<file path="config.mk">
export PLATFORM = sky130hd
export DESIGN_NAME = gsim_rd_sched_flat
export DESIGN_NICKNAME = d
export VERILOG_FILES = /design/src/rtl/gsim_rd_sched_if.sv /design/src/rtl/gsim_rd_sched.sv /design/src/flat_wrapper.sv
export SDC_FILE = /design/constraint.sdc
export NUM_CORES = 1
export LEC_CHECK = 0
export CAP_MARGIN = 15
export CELL_PAD_IN_SITES_DETAIL_PLACEMENT = 0
export CELL_PAD_IN_SITES_GLOBAL_PLACEMENT = 1
export CORE_ASPECT_RATIO = 0.6
export CORE_UTILIZATION = 45
export DETAILED_ROUTE_END_ITERATION = 16
export HOLD_SLACK_MARGIN = 0.12
export MAX_ROUTING_LAYER = met4
export PLACE_DENSITY = 0.78
export RECOVER_POWER = 100
export SLEW_MARGIN = 40
export SYNTH_ARGS = -nofsm -noshare
export SYNTH_HDL_FRONTEND = slang
export SYNTH_SLANG_ARGS = --single-unit
</file>
<file path="constraint.sdc">
create_clock -name i_clk -period 10 [get_ports i_clk]
set_clock_uncertainty 0.05 [all_clocks]
set_input_delay 1.5 -clock i_clk [delete_from_list [all_inputs] [get_ports i_clk]]
set_output_delay 1.5 -clock i_clk [all_outputs]
set_load 0.1 [all_outputs]
</file>
<file path="src/rtl/gsim_rd_sched_if.sv">
// Handshake bundle between gsim_rd_sched, the matrix memory and the solve datapath.
// master = scheduler view, slave = environment (memory + datapath) view.
interface gsim_rd_sched_if;
   logic         i_start;
   logic [4:0]   i_matrix_num;
   logic         o_busy;
   logic         o_done;
   logic         o_err;
   logic         o_mem_rreq;
   logic [9:0]   o_mem_addr;
   logic         i_mem_rrdy;
   logic [255:0] i_mem_dout;
   logic         i_mem_dout_vld;
   logic         o_row_vld;
   logic [255:0] o_row_data;
   logic [4:0]   o_row_mat;
   logic [3:0]   o_row_iter;
   logic [4:0]   o_row_col;
   logic         o_row_last;
   logic         i_row_rdy;

   modport master (
      input  i_start, i_matrix_num, i_mem_rrdy, i_mem_dout, i_mem_dout_vld, i_row_rdy,
      output o_busy, o_done, o_err, o_mem_rreq, o_mem_addr,
      output o_row_vld, o_row_data, o_row_mat, o_row_iter, o_row_col, o_row_last
   );

   modport slave (
      output i_start, i_matrix_num, i_mem_rrdy, i_mem_dout, i_mem_dout_vld, i_row_rdy,
      input  o_busy, o_done, o_err, o_mem_rreq, o_mem_addr,
      input  o_row_vld, o_row_data, o_row_mat, o_row_iter, o_row_col, o_row_last
   );
endinterface

</file>
<file path="src/rtl/gsim_rd_sched.sv">
// Read scheduler: issues b row + NUM_ITER sweeps of 16 columns per matrix, credit-throttled
// against a small return FIFO that hands tagged rows to the datapath in order.
module gsim_rd_sched #(
   parameter int unsigned FIFO_DEPTH = 4,
   parameter int unsigned NUM_ITER   = 16,
   parameter int unsigned MAT_STRIDE = 17
) (
   input logic             i_clk,
   input logic             i_reset,
   gsim_rd_sched_if.master bus
);
   localparam int unsigned PtrW     = $clog2(FIFO_DEPTH);
   localparam int unsigned CntW     = PtrW + 1;
   localparam logic [3:0]  IterLast = 4'(NUM_ITER - 1);
   localparam logic [4:0]  ColB     = 5'd16;

   typedef enum logic [1:0] {StIdle, StIssue, StDrain, StDone} state_e;

   typedef struct packed {
      logic [4:0] mat;
      logic [3:0] iter;
      logic [4:0] col;
   } pos_t;

   localparam pos_t PosFirst = '{mat: 5'd0, iter: 4'd0, col: ColB};

   // Shared by issue and return sides so tags track addresses exactly.
   function automatic pos_t next_pos(pos_t p);
      pos_t n;
      n = p;
      if (p.col == ColB) begin
         n.col  = 5'd0;
         n.iter = 4'd0;
      end else if (p.col == 5'd15) begin
         if (p.iter == IterLast) begin
            n.mat  = p.mat + 5'd1;
            n.iter = 4'd0;
            n.col  = ColB;
         end else begin
            n.iter = p.iter + 4'd1;
            n.col  = 5'd0;
         end
      end else begin
         n.col = p.col + 5'd1;
      end
      return n;
   endfunction

   state_e            state_q, state_d;
   logic [4:0]        mat_num_q, mat_num_d;
   pos_t              iss_q, iss_d;
   pos_t              ret_q, ret_d;
   logic [CntW-1:0]   outst_q, outst_d;
   logic [CntW-1:0]   cnt_q, cnt_d;
   logic [PtrW-1:0]   wr_ptr_q, wr_ptr_d;
   logic [PtrW-1:0]   rd_ptr_q, rd_ptr_d;
   logic              err_q, err_d;

   logic [255:0]      data_mem [FIFO_DEPTH];
   logic [14:0]       tag_mem  [FIFO_DEPTH];

   logic              credit_ok, rreq, accept, push, stray, pop, iss_last, ret_last_row;
   logic [14:0]       head_tag;

   assign credit_ok    = ({1'b0, outst_q} + {1'b0, cnt_q}) < (CntW + 1)'(FIFO_DEPTH);
   assign rreq         = (state_q == StIssue) && credit_ok;
   assign accept       = rreq && bus.i_mem_rrdy;
   assign push         = bus.i_mem_dout_vld && (outst_q != '0);
   assign stray        = bus.i_mem_dout_vld && (outst_q == '0);
   assign pop          = (cnt_q != '0) && bus.i_row_rdy;
   assign iss_last     = (iss_q.col == 5'd15) && (iss_q.iter == IterLast) &&
                         (iss_q.mat == mat_num_q - 5'd1);
   assign ret_last_row = (ret_q.col == 5'd15) && (ret_q.iter == IterLast);

   always_comb begin
      state_d   = state_q;
      mat_num_d = mat_num_q;
      iss_d     = iss_q;
      ret_d     = ret_q;
      outst_d   = outst_q;
      cnt_d     = cnt_q;
      wr_ptr_d  = wr_ptr_q;
      rd_ptr_d  = rd_ptr_q;
      err_d     = err_q | stray;

      if (accept) iss_d = next_pos(iss_q);
      if (push)   ret_d = next_pos(ret_q);

      case ({accept, push})
         2'b10:   outst_d = outst_q + CntW'(1);
         2'b01:   outst_d = outst_q - CntW'(1);
         default: outst_d = outst_q;
      endcase

      case ({push, pop})
         2'b10:   cnt_d = cnt_q + CntW'(1);
         2'b01:   cnt_d = cnt_q - CntW'(1);
         default: cnt_d = cnt_q;
      endcase

      if (push) wr_ptr_d = wr_ptr_q + PtrW'(1);
      if (pop)  rd_ptr_d = rd_ptr_q + PtrW'(1);

      unique case (state_q)
         StIdle: begin
            if (bus.i_start) begin
               mat_num_d = bus.i_matrix_num;
               iss_d     = PosFirst;
               ret_d     = PosFirst;
               state_d   = (bus.i_matrix_num == 5'd0) ? StDone : StIssue;
            end
         end
         StIssue: if (accept && iss_last) state_d = StDrain;
         StDrain: if ((outst_q == '0) && (cnt_q == '0)) state_d = StDone;
         StDone:  state_d = StIdle;
         default: state_d = StIdle;
      endcase
   end

   always_ff @(posedge i_clk) begin
      if (i_reset) begin
         state_q   <= StIdle;
         mat_num_q <= '0;
         iss_q     <= '0;
         ret_q     <= '0;
         outst_q   <= '0;
         cnt_q     <= '0;
         wr_ptr_q  <= '0;
         rd_ptr_q  <= '0;
         err_q     <= 1'b0;
      end else begin
         state_q   <= state_d;
         mat_num_q <= mat_num_d;
         iss_q     <= iss_d;
         ret_q     <= ret_d;
         outst_q   <= outst_d;
         cnt_q     <= cnt_d;
         wr_ptr_q  <= wr_ptr_d;
         rd_ptr_q  <= rd_ptr_d;
         err_q     <= err_d;
      end
   end

   // Storage needs no reset: head outputs are gated by o_row_vld.
   always_ff @(posedge i_clk) begin
      if (push) begin
         data_mem[wr_ptr_q] <= bus.i_mem_dout;
         tag_mem[wr_ptr_q]  <= {ret_q, ret_last_row};
      end
   end

   assign head_tag        = bus.o_row_vld ? tag_mem[rd_ptr_q] : '0;
   assign bus.o_row_vld   = (cnt_q != '0);
   assign bus.o_row_data  = bus.o_row_vld ? data_mem[rd_ptr_q] : '0;
   assign bus.o_row_mat   = head_tag[14:10];
   assign bus.o_row_iter  = head_tag[9:6];
   assign bus.o_row_col   = head_tag[5:1];
   assign bus.o_row_last  = head_tag[0];
   assign bus.o_mem_rreq  = rreq;
   assign bus.o_mem_addr  = 10'(32'(iss_q.mat) * MAT_STRIDE + 32'(iss_q.col));
   assign bus.o_busy      = (state_q == StIssue) || (state_q == StDrain);
   assign bus.o_done      = (state_q == StDone);
   assign bus.o_err       = err_q;
endmodule

</file>
<file path="src/flat_wrapper.sv">
// flat-port wrapper written by rule: the top's interface ports become plain ports
module gsim_rd_sched_flat 
#(
   parameter int unsigned FIFO_DEPTH = 4,
   parameter int unsigned NUM_ITER   = 16,
   parameter int unsigned MAT_STRIDE = 17
)
  (i_clk, i_reset, bus_i_start, bus_i_matrix_num, bus_i_mem_rrdy, bus_i_mem_dout, bus_i_mem_dout_vld, bus_i_row_rdy, bus_o_busy, bus_o_done, bus_o_err, bus_o_mem_rreq, bus_o_mem_addr, bus_o_row_vld, bus_o_row_data, bus_o_row_mat, bus_o_row_iter, bus_o_row_col, bus_o_row_last);
  gsim_rd_sched_if bus_i ();
  input logic i_clk;
  input logic i_reset;
  input wire logic [$bits(bus_i.i_start)-1:0] bus_i_start;
  input wire logic [$bits(bus_i.i_matrix_num)-1:0] bus_i_matrix_num;
  input wire logic [$bits(bus_i.i_mem_rrdy)-1:0] bus_i_mem_rrdy;
  input wire logic [$bits(bus_i.i_mem_dout)-1:0] bus_i_mem_dout;
  input wire logic [$bits(bus_i.i_mem_dout_vld)-1:0] bus_i_mem_dout_vld;
  input wire logic [$bits(bus_i.i_row_rdy)-1:0] bus_i_row_rdy;
  output wire logic [$bits(bus_i.o_busy)-1:0] bus_o_busy;
  output wire logic [$bits(bus_i.o_done)-1:0] bus_o_done;
  output wire logic [$bits(bus_i.o_err)-1:0] bus_o_err;
  output wire logic [$bits(bus_i.o_mem_rreq)-1:0] bus_o_mem_rreq;
  output wire logic [$bits(bus_i.o_mem_addr)-1:0] bus_o_mem_addr;
  output wire logic [$bits(bus_i.o_row_vld)-1:0] bus_o_row_vld;
  output wire logic [$bits(bus_i.o_row_data)-1:0] bus_o_row_data;
  output wire logic [$bits(bus_i.o_row_mat)-1:0] bus_o_row_mat;
  output wire logic [$bits(bus_i.o_row_iter)-1:0] bus_o_row_iter;
  output wire logic [$bits(bus_i.o_row_col)-1:0] bus_o_row_col;
  output wire logic [$bits(bus_i.o_row_last)-1:0] bus_o_row_last;
  assign bus_i.i_start = bus_i_start;
  assign bus_i.i_matrix_num = bus_i_matrix_num;
  assign bus_i.i_mem_rrdy = bus_i_mem_rrdy;
  assign bus_i.i_mem_dout = bus_i_mem_dout;
  assign bus_i.i_mem_dout_vld = bus_i_mem_dout_vld;
  assign bus_i.i_row_rdy = bus_i_row_rdy;
  assign bus_o_busy = bus_i.o_busy;
  assign bus_o_done = bus_i.o_done;
  assign bus_o_err = bus_i.o_err;
  assign bus_o_mem_rreq = bus_i.o_mem_rreq;
  assign bus_o_mem_addr = bus_i.o_mem_addr;
  assign bus_o_row_vld = bus_i.o_row_vld;
  assign bus_o_row_data = bus_i.o_row_data;
  assign bus_o_row_mat = bus_i.o_row_mat;
  assign bus_o_row_iter = bus_i.o_row_iter;
  assign bus_o_row_col = bus_i.o_row_col;
  assign bus_o_row_last = bus_i.o_row_last;
  gsim_rd_sched #(.FIFO_DEPTH(FIFO_DEPTH), .NUM_ITER(NUM_ITER), .MAT_STRIDE(MAT_STRIDE)) u_core (.i_clk(i_clk), .i_reset(i_reset), .bus(bus_i));
endmodule
</file>
After elaboration in Yosys (flattened, before gate mapping)
Memories as Yosys holds them, arrays and structs flattened. A register that Yosys moved wholly into a read port is not among the register bits. Cells that the tools add are included.

Input bits: 267. Latch bits: 0. Memories: 2. Register bits: 46. Word-level logic and storage cells: 104. Memory bits (read-only): 0. RAM bits: 1084.

Memory list: u_core.data_mem (depth 4, width 256, read ports 1, clocked after memory_dff 1, write ports 1, RTL line gsim_rd_sched.sv:59) `logic [255:0] data_mem [FIFO_DEPTH];`; u_core.tag_mem (depth 4, width 15, read ports 1, clocked after memory_dff 1, write ports 1, RTL line gsim_rd_sched.sv:60) `logic [14:0] tag_mem [FIFO_DEPTH];`.

$add $sub $neg: 15. Muxes and demuxes: 33. Magnitude comparators: 1. $mul: 1. Equal/unequal tests: 17. Shift-type cells: 0. Reductions and logical operators: 21. Bitwise gates (word level): 1. Div/mod/pow operators: 0.

Operator list (number): $mux 256 (1); $mux 14 (6); $mux 9 (6); $mux 5 (6); $add 5x1->5 const B (4); $mux 2 (8); $mux 15 (1); $pmux 3 s2 (2); $add 10x5->10 (1); $eq 5x4->1 const B (2); $eq 5x5->1 const B (2); $logic_and 1x1->1 (10); $mul 5x5->10 const B (1); $add 4x1->4 const B (2); $eq 2x2->1 const B (4); $eq 4x4->1 const B (2); $pmux 2 s4 (1); $add 3x1->3 const B (2); $eq 2x1->1 const B (3); $logic_not 3->1 (2); $reduce_bool 3->1 (2); $sub 3x1->3 const B (2); $eq 5x5->1 (1); $logic_not 5->1 (1); 13 further kinds (17).

Logic depth before layout (Yosys ltp)
Gate-level depths: netlist of the first run.

Word-level depth: 7. Mapped depth: 12. Depth with buffers taken out: 11.

Worst setup path after synthesis of the first run
Ideal clock, no wire load.

Kind: input-to-reg. From: input port bus_i_mem_dout_vld. To: memory u_core.data_mem[0][0] (enable). Data arrival time: 7.946 ns. Slack: 1.337 ns. Data required time: 9.283 ns. Library setup time: 0.667 ns. Stages: 3. Path through: o31ai_1 > inv_2 > and2_1.

Cells in the longest elaborated chain, start to end: 3.

Ends and longest elaborated chain: start: declaration (RTL line flat_wrapper.sv:16) `input wire logic [$bits(bus_i.i_mem_dout_vld)-1:0] bus_i_mem_dout_vld;`; $logic_and 1x1->1 (RTL line gsim_rd_sched.sv:68) `assign push = bus.i_mem_dout_vld && (outst_q != '0);`; via u_core.push (RTL line gsim_rd_sched.sv:62) `logic credit_ok, rreq, accept, push, stray, pop, iss_last, ret_last_row;`; $mux 1 (RTL line gsim_rd_sched.sv:146) `if (push) begin`; $mux 1 (not written as such) (RTL line gsim_rd_sched.sv:147) `data_mem[wr_ptr_q] <= bus.i_mem_dout;`; end: declaration (RTL line gsim_rd_sched.sv:59).

The timed path passes the listed nets, and every way through them passes these cells.

Final worst setup path of the first run
From: input port bus_i_mem_dout_vld. To: memory u_core.data_mem[2][212] (enable).

Same word-level chain as after synthesis.

==> flow_summary.toml, run 1 <==
[clocking]
post_cts_resized = 0
cts_max_path_buffers = 3
clock_sinks = 1132
cts_setup_buffers = 0
clock_latency_ns = 0.69
cts.hold.buffers_added = 0
cts-root-buf = "clkbuf_16"
cts_made_buffers = 102
clkTransAtPathRegs_ns = 0.06
htreeDepth = 3
cts_tree = "yes"

[final_layout]
design_area_um2 = 52600
syn2layout_area_growth_pct = 20.5
postLayoutCoreUtil_pct = 54.7
layoutNonFillerInstCount = 4066
num-nets-final = 2959
final_layout_size_suffix_gt1_share_pct = 19.2

[timing]
slew_viol_final = 447
hold_viol = 0
fin_crit_sh_pct = 73.4
finalSetupTns_ns = 0
setup_viol = 0
fmax_mhz = 136
max-slew-margin-rel_pct = -182
layout_min_cycle_time_ns = 7.34
rsz0062_at_grt = "false"
worst_pin_slew_ns = 4.22

[setup_path]
critPathMaxStageDelay_ns = 3.02
path_class = "in2reg"
cp.arrival_ns = 7.63
r2r_slack_ns = 3.61
cpMostUsedCell = "clkbuf_1"
cp.required_ns = 10.29
crit_chain = "dlygate4sd3_1 > o31ai_2 > clkbuf_1 > inv_1 > and2_0 > clkbuf_1 > buf_16"
critPathLaunchType = "input pin"
cp-end-kind = "flop"
cp_max_fo = 78
slowest_stage = "clkbuf_1"

[synth]
synthTopCellsByArea = "edfxtp_1, mux4_2, and2_1"
synth_top_cell_by_area = "edfxtp_1"
synth-seq-cells = 1132
synth-edff-count = 1084
synth_seq_area_share_pct = 76.7
synth_fp_nets = 2374
synthFlopType = "edfxtp_1"
syn_avg_cell_area_um2 = 21.1
yosys_warnings = 0
netlist_area_um2 = 43700
syn_inst = 2066
synthDominantCellAreaShare_pct = 74.5
synthArstFlopShare_pct = 0
synth.distinct_cells = 50

[placed_design]
gp_congestion = 0.769
dp_cells = 3851
place_hpwl_um = 58600
portBuffers = 552
placed_cell_area_um2 = 49500

[floorplanning]
rows = 88
initial_utilization_pct = 45.4
core_area_um2 = 96100
die_w_um = 404
io_pins = 553
fp.dieH_um = 243
die_area_um2 = 98400

[grt]
grt_max_degree = 115
antenna_found_initial = 31
grt_pass1_vias = 22500
gr-total-overflow = 0
track_usage_pct = 19.8
grt_pass1_wl_um = 143000

[drt]
drt_iter0_drc = 1636
drc = 0
avgViaCountPerCell = 5.32
wl_per_cell_um = 23.3
num_vias = 21600
first_pass_iters = 7
routed_wirelength_um = 94700
ant_nets = 0

[hold_path]
hold_path_class = "reg2reg"

[status]
outcome = "finished, violations left"
violations = "max-capacitance violations, max-slew violations"

[power]
p_leak_nw = 16.8
peakVddDrop_mv = 0.203
report.power.total_mw = 15.2
power_per_cell_area_nw_per_um2 = 289

[job]
drv_cap = 10
-- metrics by stage --
step | worst slack, ns | hold slack [ns]
6_report | 2.66 | 0.442
5_1_grt | 2.25 | 0.459
4_1_cts | 4.62 | 0.443
3_5_place_dp | 5.18 | 0.427
3_3_place_gp | 4.61 | 0.419
2_1_floorplan | 1.34 | 0.399
-- cell type report --
| class | count | area (um2) |
|---|---|---|
| antenna | 23 | 57.6 |
| clock buffer | 133 | 2720 |
| clock inverter | 58 | 673 |
| fill | 7428 | 43500 |
| inverter | 33 | 124 |
| multi-input combinational | 801 | 9630 |
| sequential | 1132 | 33500 |
| tap | 1305 | 1630 |
| timing repair buffer | 581 | 4270 |
-- power by group --
group	switching [mW]	total (mW)	internal [mW]
registers	0.110	5.67	5.56
logic	4.47	5.59	1.12
clock network	1.72	3.95	2.22
total	6.30	15.2	8.91
-- cells in the mapped netlist (all sizes together) (2+ instances only) --
cell,count
a21o,3
a21oi,32
a31oi,4
and2,279
and3,4
and4,2
buf,47
clkbuf,53
dfxtp,48
edfxtp,1084
fa,4
ha,37
inv,33
mux2i,2
mux4,271
nand2,32
nand2b,3
nand3,9
nand3b,3
nand4,5
nand4b,2
nor2,36
nor3,5
nor3b,3
nor4,2
nor4bb,2
o21ai,15
o21bai,2
or3,3
xnor2,11
xor2,16
-- final timing paths --
kind | endpoint | from | cells past startpoint
setup reg to reg | u_core.data_mem[2][212] | u_core.outst_q[0] | 6
hold / removal | u_core.mat_num_q[4] | u_core.mat_num_q[4] | 2
hold reg to reg | u_core.mat_num_q[4] | u_core.mat_num_q[4] | 2
setup / recovery | u_core.data_mem[2][212] | bus_i_mem_dout_vld | 7
-- layer usage --
metal	up-vias	wire, um	track usage (%)
met2	603	47000	31.1
li1	9503	-	-
met4	0	1640	4.48
met5	-	0	-
met1	11400	40800	26.6
met3	148	5250	4.42
-- layout by cell type, fill, tap and decap left out, types with 36 or more instances in the layout --
cell type / Yosys / layout
nor2_1: 36 / 36
buf_2: 29 / 79
ha_1: 37 / 37
and2_1: 279 / 274
mux4_2: 271 / 271
clkbuf_1: 53 / 242
dfxtp_1: 48 / 47
edfxtp_1: 1084 / 1084
clkbuf_16: 0 / 103
dlygate4sd3_1: 0 / 258
-- cells by family (layout without fill, tap and decap cells) --
logic type	count (synthesis)	after routing	synth area share, %
mux	274	274	14.1
flops	1132	1132	76.7
other cells	0	23	0
simple gates	395	395	5.36
buf+inv	133	805	1.23
fa+ha+maj	41	41	1.24
xor+xnor	27	27	0.541
compound gates	64	64	0.848
-- sequential cells by signal (all words and copies together), names as in the netlist, named ones only --
signal            flops
u_core.ret_q         14
u_core.tag_mem       60
u_core.iss_q         14
u_core.data_mem    1024
u_core.rd_ptr_q       2
u_core.state_q        2
u_core.bus.o_err      1
u_core.mat_num_q      5
u_core.cnt_q          3
u_core.wr_ptr_q       2
u_core.outst_q        3
-- critical path: cells and delay by family --
family                 cells  cell delay [ns]
buffers and inverters      5             4.58
AOI/OAI and AO/OA          1             0.07
and+or+nand+nor            1             1.24
No activity file was read; power rests on OpenSTA's default activity.
==> run 2: changes to the inputs <==
==> constraint.sdc (replaced) <==
create_clock -name i_clk -period 7.5 [get_ports i_clk]
set_clock_uncertainty 0.05 [all_clocks]
set_input_delay 1.125 -clock i_clk [delete_from_list [all_inputs] [get_ports i_clk]]
set_output_delay 1.125 -clock i_clk [all_outputs]
set_load 0.1 [all_outputs]
==> run 2 against run 1 <==
Against the previous run: final cell count barely moved; count of clock-buffer cells in the layout fell by 1; first-iteration DRC count fell by 12%; critical endpoint is now u_core.data_mem[1][191]; highest routed layer unchanged; the flow still finishes with violations (max-capacitance violations, max-slew violations); wire length fell by 0.55%.
==> flow_summary.toml, run 2 (same netlist as run 1, synthesis figures left out) <==
[status]
outcome = "finished, violations left"
violations = "max-capacitance violations, max-slew violations"

[placed_design]
gp_congestion = 0.763
dp_cells = 3852
portBuffers = 552
place_hpwl_um = 57200

[clocking]
cts-root-buf = "clkbuf_16"
cts_max_path_buffers = 3
cts.hold.buffers_added = 0
cts_made_buffers = 104
clock_latency_ns = 0.67
clkTransAtPathRegs_ns = 0.06
cts_setup_buffers = 0
post_cts_resized = 0
cts_tree = "yes"
htreeDepth = 3
clock_sinks = 1132

[power]
p_sw_share_pct = 41.2
combinationalPowerShare_pct = 37.0
power_per_cell_area_nw_per_um2 = 385
seq_power_share_pct = 37.3
p_int_mw = 11.9
clkPwrFrac_pct = 25.7
report.power.total_mw = 20.3
p_leak_nw = 17.0
switchingPower_mw = 8.35
peakVddDrop_mv = 0.337

[setup_path]
cp.required_ns = 7.68
crit_chain = "dlygate4sd3_1 > o31ai_1 > clkbuf_1 > inv_1 > and2_0 > clkbuf_2"
critPathMaxStageDelay_ns = 2.12
path_class = "in2reg"
critPathLaunchType = "input pin"
path_delay_family = "buffers and inverters"
cp_max_fo = 92
cp-end-kind = "flop"
path_buf_inv = 4
slowest_stage = "clkbuf_2"
cp.arrival_ns = 6.10

[timing]
setup_viol = 0
hold_viol = 0
max-slew-margin-rel_pct = -138
worst_pin_slew_ns = 3.57
finalSetupTns_ns = 0
slew_viol_final = 383
rsz0062_at_grt = "false"
fmax_mhz = 169
layout_min_cycle_time_ns = 5.92
fin_crit_sh_pct = 78.9
whs_ns = 0.427

[floorplanning]
io_pins = 553
rows = 88
initial_utilization_pct = 45.4
core_area_um2 = 96100
die_area_um2 = 98400
fp.dieH_um = 243
die_w_um = 404

[drt]
num_vias = 21400
first_pass_iters = 5
routed_wirelength_um = 94100
drt_iter0_drc = 1433
avgViaCountPerCell = 5.27
wl_per_cell_um = 23.1
ant_nets = 0
drc = 0

[grt]
grt_max_degree = 135
grt_pass1_vias = 22400
antenna_found_initial = 34
grt_pass1_wl_um = 141000
gr-total-overflow = 0
track_usage_pct = 19.6

[final_layout]
syn2layout_area_growth_pct = 20.5
reg_top3 = "u_core.data_mem x1024, u_core.tag_mem x60"
layout_common_cells = "edfxtp_1, and2_1, mux4_2"
fillers = 7359
regMostFlops = "u_core.data_mem"
num-nets-final = 2963
final_layout_size_suffix_gt1_share_pct = 21.5
largest_reg_flops = 1024
layoutNonFillerInstCount = 4067
final_common_cell = "edfxtp_1"

[job]
drv_cap = 11

[hold_path]
hold_path_class = "reg2reg"
-- run 2: tightest hold or removal path: stages (launching register included) --
cell and delay (ns):
dfxtp_1 0.32, nand2_1 0.06, a21oi_1 0.05
-- run 2: final cells by class --
class,count,area [um2],area share (%)
clock inverter,53,617,1.17
tap,1305,1630,3.10
antenna,28,70.1,0.133
sequential,1132,33500,63.7
timing repair buffer,583,4350,8.27
clock buffer,132,2710,5.14
inverter,33,124,0.235
multi-input combinational,801,9620,18.3
-- run 2: final timing paths --
path / start / to / slack [ns] / cells after the start
worst max register to register: u_core.outst_q[0] / u_core.data_mem[1][191] / 2.19 / 5
worst min register to register: u_core.mat_num_q[1] / u_core.mat_num_q[1] / 0.43 / 2
worst max-delay path: bus_i_mem_dout_vld / u_core.data_mem[1][191] / 1.58 / 6
worst min-delay path: u_core.mat_num_q[1] / u_core.mat_num_q[1] / 0.43 / 2
-- run 2: power by group through the flow --
stage / clock network [mW] / registers, mW / logic, mW
finish: 5.21 / 7.55 / 7.51
global route: 5.56 / 7.58 / 7.80
CTS: 5.33 / 7.55 / 7.70
detailed placement: 0 / 7.68 / 7.68
global placement: 0 / 7.67 / 8.17
floorplan: 0 / 7.68 / 6.17
-- run 2: metrics by stage --
stage | utilization, % | setup WS, ns | cell area (um2)
4_1_cts | 54.9 | 2.50 | 52800
6_report | 54.8 | 1.58 | 52600
3_3_place_gp | 52.9 | 2.58 | 50800
3_5_place_dp | 51.5 | 3.26 | 49500
2_1_floorplan | - | 2.27 | 43700
5_1_grt | 54.7 | 1.16 | 52600
-- run 2: layer usage --
metal  global-route usage [%]  wire (um)
met4                     5.41       1850
met3                     3.93       4460
met1                     26.0      40500
met2                     31.0      47400
met5                        -          0
